## src/rtl/btn_sw_debounce_if.sv

```systemverilog
// Pin-side and system-side signals of the button/switch debouncer.
// The debouncer takes the slave view; the board pins / system take the master view.
interface btn_sw_debounce_if #(
    parameter int N_BTN = 2,
    parameter int N_SW  = 10
);
    logic [N_BTN-1:0] btn_raw;
    logic [N_SW-1:0]  sw_raw;
    logic [N_BTN-1:0] btn_db;
    logic [N_SW-1:0]  sw_db;
    logic [N_BTN-1:0] btn_press;
    logic [N_BTN-1:0] btn_release;
    logic             sw_changed;

    modport master (
        output btn_raw, sw_raw,
        input  btn_db, sw_db, btn_press, btn_release, sw_changed
    );

    modport slave (
        input  btn_raw, sw_raw,
        output btn_db, sw_db, btn_press, btn_release, sw_changed
    );
endinterface

```

## src/rtl/btn_sw_debounce.sv

```systemverilog
// Two-flop synchroniser plus per-bit stable-count debounce for board keys and switches,
// with one-cycle press/release/change pulses aligned to the first cycle of each new level.
module btn_sw_debounce #(
    parameter int N_BTN          = 2,
    parameter int N_SW           = 10,
    parameter int DB_CYCLES      = 1000000,
    parameter int BTN_ACTIVE_LOW = 1
) (
    input logic              clk,
    input logic              reset_n,
    btn_sw_debounce_if.slave io
);
    localparam int CW = (DB_CYCLES > 2) ? $clog2(DB_CYCLES) : 1;
    localparam logic [CW-1:0]    CNT_MAX  = CW'(DB_CYCLES - 1);
    localparam logic [CW-1:0]    CNT_ONE  = CW'(1);
    localparam logic [N_BTN-1:0] BTN_IDLE = (BTN_ACTIVE_LOW != 0) ? {N_BTN{1'b1}} : {N_BTN{1'b0}};

    logic [N_BTN-1:0] btn_s1_q, btn_s2_q, btn_db_q, btn_db_d;
    logic [N_BTN-1:0] btn_press_q, btn_press_d, btn_release_q, btn_release_d;
    logic [CW-1:0]    btn_cnt_q [N_BTN];
    logic [CW-1:0]    btn_cnt_d [N_BTN];
    logic [N_SW-1:0]  sw_s1_q, sw_s2_q, sw_db_q, sw_db_d;
    logic             sw_changed_q, sw_changed_d;
    logic [CW-1:0]    sw_cnt_q [N_SW];
    logic [CW-1:0]    sw_cnt_d [N_SW];

    // Button debounce: a bit is accepted once s2 has disagreed with it for DB_CYCLES edges
    always_comb begin
        btn_db_d      = btn_db_q;
        btn_press_d   = {N_BTN{1'b0}};
        btn_release_d = {N_BTN{1'b0}};
        for (int i = 0; i < N_BTN; i++) begin
            btn_cnt_d[i] = {CW{1'b0}};
            if (btn_s2_q[i] == btn_db_q[i]) begin
                btn_cnt_d[i] = {CW{1'b0}};
            end else if (btn_cnt_q[i] == CNT_MAX) begin
                btn_db_d[i]      = btn_s2_q[i];
                btn_press_d[i]   = (btn_s2_q[i] != BTN_IDLE[i]);
                btn_release_d[i] = (btn_s2_q[i] == BTN_IDLE[i]);
            end else begin
                btn_cnt_d[i] = btn_cnt_q[i] + CNT_ONE;
            end
        end
    end

    // Switch debounce: same rule per bit, with a single change pulse for the whole bank
    always_comb begin
        sw_db_d      = sw_db_q;
        sw_changed_d = 1'b0;
        for (int i = 0; i < N_SW; i++) begin
            sw_cnt_d[i] = {CW{1'b0}};
            if (sw_s2_q[i] == sw_db_q[i]) begin
                sw_cnt_d[i] = {CW{1'b0}};
            end else if (sw_cnt_q[i] == CNT_MAX) begin
                sw_db_d[i]   = sw_s2_q[i];
                sw_changed_d = 1'b1;
            end else begin
                sw_cnt_d[i] = sw_cnt_q[i] + CNT_ONE;
            end
        end
    end

    // State registers; reset drops any partial count and returns outputs to idle
    always_ff @(posedge clk) begin
        if (!reset_n) begin
            btn_s1_q      <= BTN_IDLE;
            btn_s2_q      <= BTN_IDLE;
            btn_db_q      <= BTN_IDLE;
            btn_press_q   <= {N_BTN{1'b0}};
            btn_release_q <= {N_BTN{1'b0}};
            sw_s1_q       <= {N_SW{1'b0}};
            sw_s2_q       <= {N_SW{1'b0}};
            sw_db_q       <= {N_SW{1'b0}};
            sw_changed_q  <= 1'b0;
            for (int i = 0; i < N_BTN; i++) begin
                btn_cnt_q[i] <= {CW{1'b0}};
            end
            for (int i = 0; i < N_SW; i++) begin
                sw_cnt_q[i] <= {CW{1'b0}};
            end
        end else begin
            btn_s1_q      <= io.btn_raw;
            btn_s2_q      <= btn_s1_q;
            btn_db_q      <= btn_db_d;
            btn_press_q   <= btn_press_d;
            btn_release_q <= btn_release_d;
            sw_s1_q       <= io.sw_raw;
            sw_s2_q       <= sw_s1_q;
            sw_db_q       <= sw_db_d;
            sw_changed_q  <= sw_changed_d;
            for (int i = 0; i < N_BTN; i++) begin
                btn_cnt_q[i] <= btn_cnt_d[i];
            end
            for (int i = 0; i < N_SW; i++) begin
                sw_cnt_q[i] <= sw_cnt_d[i];
            end
        end
    end

    assign io.btn_db      = btn_db_q;
    assign io.sw_db       = sw_db_q;
    assign io.btn_press   = btn_press_q;
    assign io.btn_release = btn_release_q;
    assign io.sw_changed  = sw_changed_q;
endmodule
```

## src/flat_wrapper.sv

```systemverilog
// flat-port wrapper written by rule: the top's interface ports become plain ports
module btn_sw_debounce_flat 
#(
    parameter int N_BTN          = 2,
    parameter int N_SW           = 10,
    parameter int DB_CYCLES      = 1000000,
    parameter int BTN_ACTIVE_LOW = 1
)
  (clk, reset_n, io_btn_raw, io_sw_raw, io_btn_db, io_sw_db, io_btn_press, io_btn_release, io_sw_changed);
  btn_sw_debounce_if #(.N_BTN(N_BTN), .N_SW(N_SW)) io_i ();
  input logic clk;
  input logic reset_n;
  input wire logic [$bits(io_i.btn_raw)-1:0] io_btn_raw;
  input wire logic [$bits(io_i.sw_raw)-1:0] io_sw_raw;
  output wire logic [$bits(io_i.btn_db)-1:0] io_btn_db;
  output wire logic [$bits(io_i.sw_db)-1:0] io_sw_db;
  output wire logic [$bits(io_i.btn_press)-1:0] io_btn_press;
  output wire logic [$bits(io_i.btn_release)-1:0] io_btn_release;
  output wire logic [$bits(io_i.sw_changed)-1:0] io_sw_changed;
  assign io_i.btn_raw = io_btn_raw;
  assign io_i.sw_raw = io_sw_raw;
  assign io_btn_db = io_i.btn_db;
  assign io_sw_db = io_i.sw_db;
  assign io_btn_press = io_i.btn_press;
  assign io_btn_release = io_i.btn_release;
  assign io_sw_changed = io_i.sw_changed;
  btn_sw_debounce #(.N_BTN(N_BTN), .N_SW(N_SW), .DB_CYCLES(DB_CYCLES), .BTN_ACTIVE_LOW(BTN_ACTIVE_LOW)) u_core (.clk(clk), .reset_n(reset_n), .io(io_i));
endmodule
```

## config.mk

```make
export PLATFORM = sky130hd
export DESIGN_NAME = btn_sw_debounce_flat
export DESIGN_NICKNAME = d
export VERILOG_FILES = /design/src/rtl/btn_sw_debounce_if.sv /design/src/rtl/btn_sw_debounce.sv /design/src/flat_wrapper.sv
export SDC_FILE = /design/constraint.sdc
export NUM_CORES = 1
export LEC_CHECK = 0
export BUFFER_PORTS_ARGS = -buffer_cell sky130_fd_sc_hd__buf_2
export CORE_MARGIN = 2
export CORE_UTILIZATION = 62
export DETAILED_ROUTE_END_ITERATION = 10
export PLACE_DENSITY = 0.79
export REMOVE_ABC_BUFFERS = 1
export SKIP_LAST_GASP = 1
export SYNTH_ARGS = -nofsm -noshare
export SYNTH_HDL_FRONTEND = slang
export SYNTH_SLANG_ARGS = --single-unit
```

## constraint.sdc

```tcl
create_clock -name clk -period 2 [get_ports clk]
set_clock_uncertainty 0.1 [all_clocks]
set_input_delay 0.3 -clock clk [delete_from_list [all_inputs] [get_ports clk]]
set_output_delay 0.3 -clock clk [all_outputs]
set_load 0.1 [all_outputs]
```

==> results list <==
- Run status: completed
- Number of failing setup endpoints in the final timing report: 0
- Summing the sequential cell areas from Yosys gives 46.95% of the chip area.
- The net count of the finished layout is 1,456.
- Worst-case headroom to the max-slew limit: 64.28%
- The final layout contains routed wiring with a total length of 23.08 mm.
* Worst skew pair latency: 0.54 ns
- The floorplan has 50 rows.
* CP Class: reg2reg
- Area of the placeable core: 0.01883 mm²
- The share of total power dissipated in the clock network is 50.2%.
- After clock tree synthesis, the setup repair step added 0 buffers.
- For this design, the sink count on the clock tree is 281.
- Layout Area Growth over Synthesis: 17.37%
* Post-synth top flop: sky130_fd_sc_hd__dfxtp_1
- The cell family contributing the most delay on the critical path is simple AND/OR/NAND/NOR gates.
- Most heavily used metal layer in global routing: met2
- Final Instance Count excl. Fillers: 1,714
* Maximum net fanout on the critical path: 6
- First-pass DRT Iterations: 5
- The initial antenna violation count is 0.
* Worst Tran Pin Value: 0.5310 ns
- Summed over all cells, the static leakage comes to 0.004708 µW.
* Buffers plus inverters on the worst setup path: 1
* Ys Warns: 0
* CTS Buffer Depth: 3
- In the routed design, unresolved DRC markers number 0.
- CTS Root Cell: sky130_fd_sc_hd__clkbuf_16
- Summed over all nets, the half-perimeter wirelength after detailed placement is 14.85 mm.
- Drt wl/cell: 13.46 µm
- For flop-to-flop paths, the worst setup slack is 0.05 ns.
* Initial DRC count: 408
- Vias in the first global route: 8,912
- After clock tree synthesis, the clock-pin slew on the worst setup and hold paths is 0.06 ns.
* Routed via count divided by cell count: 5.355
* Largest vdd supply drop: 0.6795 mV
- The finished cells cover 0.01406 mm².
- Count of nets left with antenna violations after detail routing: 0
- After synthesis, the netlist uses 49 different library cells.
- The path class of the tightest hold or removal check is in2reg.
- Global routing consumed, over all layers together, 22.72% of the routing resources.
* Post-Synthesis Cells: 1,343
* Proportion of layout cells with a drive suffix above 1: 11.90%
* Ant. Diodes: 0
* Met3 routing resource usage after global routing: 3.521%
* Post-synth EDFFs: 0
* Congestion Overflow GR: 0
- Final Critical Period: 1.949 ns
- Met2 track demand over resource in global routing: 39.49%
- Internal power comes to 9377 µW.
- Slowest CP cell: sky130_fd_sc_hd__nor4b_1
- For the worst setup path, the data arrival time is 2.29 ns.
* Number of max-slew violations in the final report: 0
- Delay of the slowest critical-path stage: 0.39 ns
- Sequential group share of total power: 48.4%
- First-pass GRT wire length: 39.51 mm
- Setup repair after global routing could not meet its margin everywhere.
* CP Cell Sequence: nor4b_1 -> nand2_1 -> nor4_4 -> nand3b_1 -> clkbuf_16 -> nor2_1
- Pin count of the biggest net entering global routing: 26
- In this run the number of H-tree levels came out at 1.
- In this run the horizontal extent of the chip is 143.0 µm.
- Die area: 0.02045 mm²
- Initial Util: 63.63%
* CTS buffer count: 30
* Period utilization: 97.47%
* Post-synth design cell area: 0.01198 mm²
- After detailed placement, the design holds a cell count of 1,644.
- Quantity of I/O buffers inserted on ports: 30
* Switching Power: 2294 µW
- TritonCTS clock tree: built
- For the worst setup path, the data required time is 2.34 ns.
- Routability-driven placement congestion ratio: 0.8242
- Summing over every cut layer, the via total after detailed routing is 9,179.
* Placed cell areas: 0.01274 mm²
- Vertical die dimension: 143.0 µm
- Fraction of power spent switching nets: 19.66%
- Crit start category: flop
- The synthesized design contains 281 register bits.
- FFs w/ async S/R, synth: 0%
- Power spread over the standard cell area amounts to 829.9 mW/mm².
* Count of max-cap constraint violations: 0
- Comb power frac: 1.4%
- The number of failing hold endpoints at the final stage is 0.
- Hold slack: 0.06767 ns
- Derived from the worst setup path, the maximum achievable clock frequency is 513.0 MHz.
* Met1 usage in global routing: 29.58%
* Critical Path End Type: flop
- Io pins: 31
- Mean instance size in the synthesized netlist: 8.921 µm²
## tightest hold or removal path: stages
cell and delay [ns]:
sky130_fd_sc_hd__buf_2 0.12, sky130_fd_sc_hd__buf_4 0.18, sky130_fd_sc_hd__nand2b_1 0.08
## cells by family (layout without fill, tap and decap cells)
logic type,after synthesis,after routing,share of synthesized area [%]
compound gates,20,20,1.002
xor+xnor,223,223,16.30
fa+ha+maj,12,12,1.253
buf+inv,77,188,2.799
flops,281,281,46.95
mux,10,10,0.8355
simple gates,720,720,30.86
## cells in the mapped netlist (4+ instances only)
| cell type | number | area share [%] |
|---|---|---|
| sky130_fd_sc_hd__nand4b_1 | 4 | 0.29 |
| sky130_fd_sc_hd__dfxtp_1 | 281 | 47 |
| sky130_fd_sc_hd__buf_2 | 19 | 0.79 |
| sky130_fd_sc_hd__ha_1 | 12 | 1.3 |
| sky130_fd_sc_hd__nor4b_1 | 15 | 1.1 |
| sky130_fd_sc_hd__buf_4 | 4 | 0.25 |
| sky130_fd_sc_hd__nor3_2 | 8 | 0.67 |
| sky130_fd_sc_hd__xor2_1 | 108 | 7.9 |
| sky130_fd_sc_hd__inv_1 | 38 | 1.2 |
| sky130_fd_sc_hd__nor3_1 | 35 | 1.5 |
| sky130_fd_sc_hd__nand3b_1 | 8 | 0.50 |
| sky130_fd_sc_hd__o21ai_0 | 7 | 0.29 |
| sky130_fd_sc_hd__nor4bb_1 | 4 | 0.33 |
| sky130_fd_sc_hd__nor2_1 | 285 | 8.9 |
| sky130_fd_sc_hd__nor4_1 | 25 | 1.3 |
| sky130_fd_sc_hd__nor3b_1 | 8 | 0.50 |
| sky130_fd_sc_hd__nand4_1 | 48 | 2.5 |
| sky130_fd_sc_hd__or3_1 | 9 | 0.47 |
| sky130_fd_sc_hd__a21oi_1 | 6 | 0.25 |
| sky130_fd_sc_hd__xnor2_1 | 115 | 8.4 |
| sky130_fd_sc_hd__nand3_1 | 83 | 3.5 |
| sky130_fd_sc_hd__nand2b_1 | 6 | 0.31 |
| sky130_fd_sc_hd__and4_1 | 15 | 1.1 |
| sky130_fd_sc_hd__and3_1 | 31 | 1.6 |
| sky130_fd_sc_hd__nand2_1 | 83 | 2.6 |
| sky130_fd_sc_hd__mux2i_1 | 10 | 0.84 |
| sky130_fd_sc_hd__clkbuf_1 | 14 | 0.44 |
| sky130_fd_sc_hd__and2_1 | 28 | 1.5 |
## placed cells by master (no fill, tap or decap), types with 12 or more instances in the layout
master	Yosys	layout
sky130_fd_sc_hd__and2_1	28	28
sky130_fd_sc_hd__and3_1	31	31
sky130_fd_sc_hd__and4_1	15	15
sky130_fd_sc_hd__buf_2	19	30
sky130_fd_sc_hd__buf_4	4	42
sky130_fd_sc_hd__clkbuf_16	0	32
sky130_fd_sc_hd__dfxtp_1	281	278
sky130_fd_sc_hd__dlygate4sd3_1	0	12
sky130_fd_sc_hd__inv_1	38	38
sky130_fd_sc_hd__nand2_1	83	83
sky130_fd_sc_hd__nand3_1	83	83
sky130_fd_sc_hd__nand4_1	48	48
sky130_fd_sc_hd__nor2_1	285	285
sky130_fd_sc_hd__nor3_1	35	33
sky130_fd_sc_hd__nor4_1	25	23
sky130_fd_sc_hd__nor4b_1	15	15
sky130_fd_sc_hd__xnor2_1	115	115
sky130_fd_sc_hd__xor2_1	108	108
## through the flow
step	setup slack, ns	util [%]	TNS [ns]	power, µW
5_1_grt	-0.06443	74.68	-1.347	12030
4_1_cts	0.04423	74.05	0	11770
3_5_place_dp	0.08756	67.65	0	5905
2_1_floorplan	-0.06299	-	-2.907	5824
3_3_place_gp	0.1262	67.65	0	5902
6_report	0.05053	74.68	0	11670
## sequential cells by signal, indices dropped and copies added (netlist names)
signal	count
u_core.sw_cnt_q	200
u_core.sw_s1_q	10
u_core.io.btn_press	2
u_core.io.sw_changed	1
u_core.btn_s1_q	2
u_core.sw_s2_q	10
u_core.io.btn_release	2
u_core.btn_s2_q	2
u_core.btn_cnt_q	40
u_core.io.btn_db	2
u_core.io.sw_db	10
## power groups by stage
stage,Combinational (µW),Sequential [µW],Clock (µW)
after floorplan,60.0,5760,0
after global placement,136,5770,0
after detailed placement,138,5770,0
after CTS,160,5640,5970
after global routing,180,5640,6200
final,163,5650,5860
## layout make-up
cell class	count	area (µm²)
Clock inverter	12	170.2
Multi-Input combinational cell	985	6098
Inverter	38	142.6
Sequential cell	281	5629
Tap cell	260	325.3
Fill cell	1354	4768
Timing Repair Buffer	94	782.0
Clock buffer	44	914.6
## metal layers
metal	vias up	part of all wire (%)	wire, µm
li1	4694	-	-
met1	4285	46	10630
met2	146	48	11070
met3	54	3.5	807
met4	0	2.4	562
met5	-	0	0
## repair_timing
| item | in CTS | in global routing |
|---|---|---|
| hold buffers | 12 | 0 |
| resized for setup | 0 | 17 |
| endpoints found under the setup margin | 0 | 118 |
| hold endpoints to repair | 12 | 0 |
## path summary, 6_finish.rpt
path	to	cells after the start	startpoint
setup / recovery	u_core.sw_cnt_q[0][2]	6	u_core.sw_cnt_q[0][12]
hold / removal	u_core.btn_s2_q[0]	3	reset_n
setup reg to reg	u_core.sw_cnt_q[0][2]	6	u_core.sw_cnt_q[0][12]
hold reg to reg	u_core.sw_s2_q[0]	1	u_core.sw_s1_q[0]
Power figures use the tool's default switching activity.
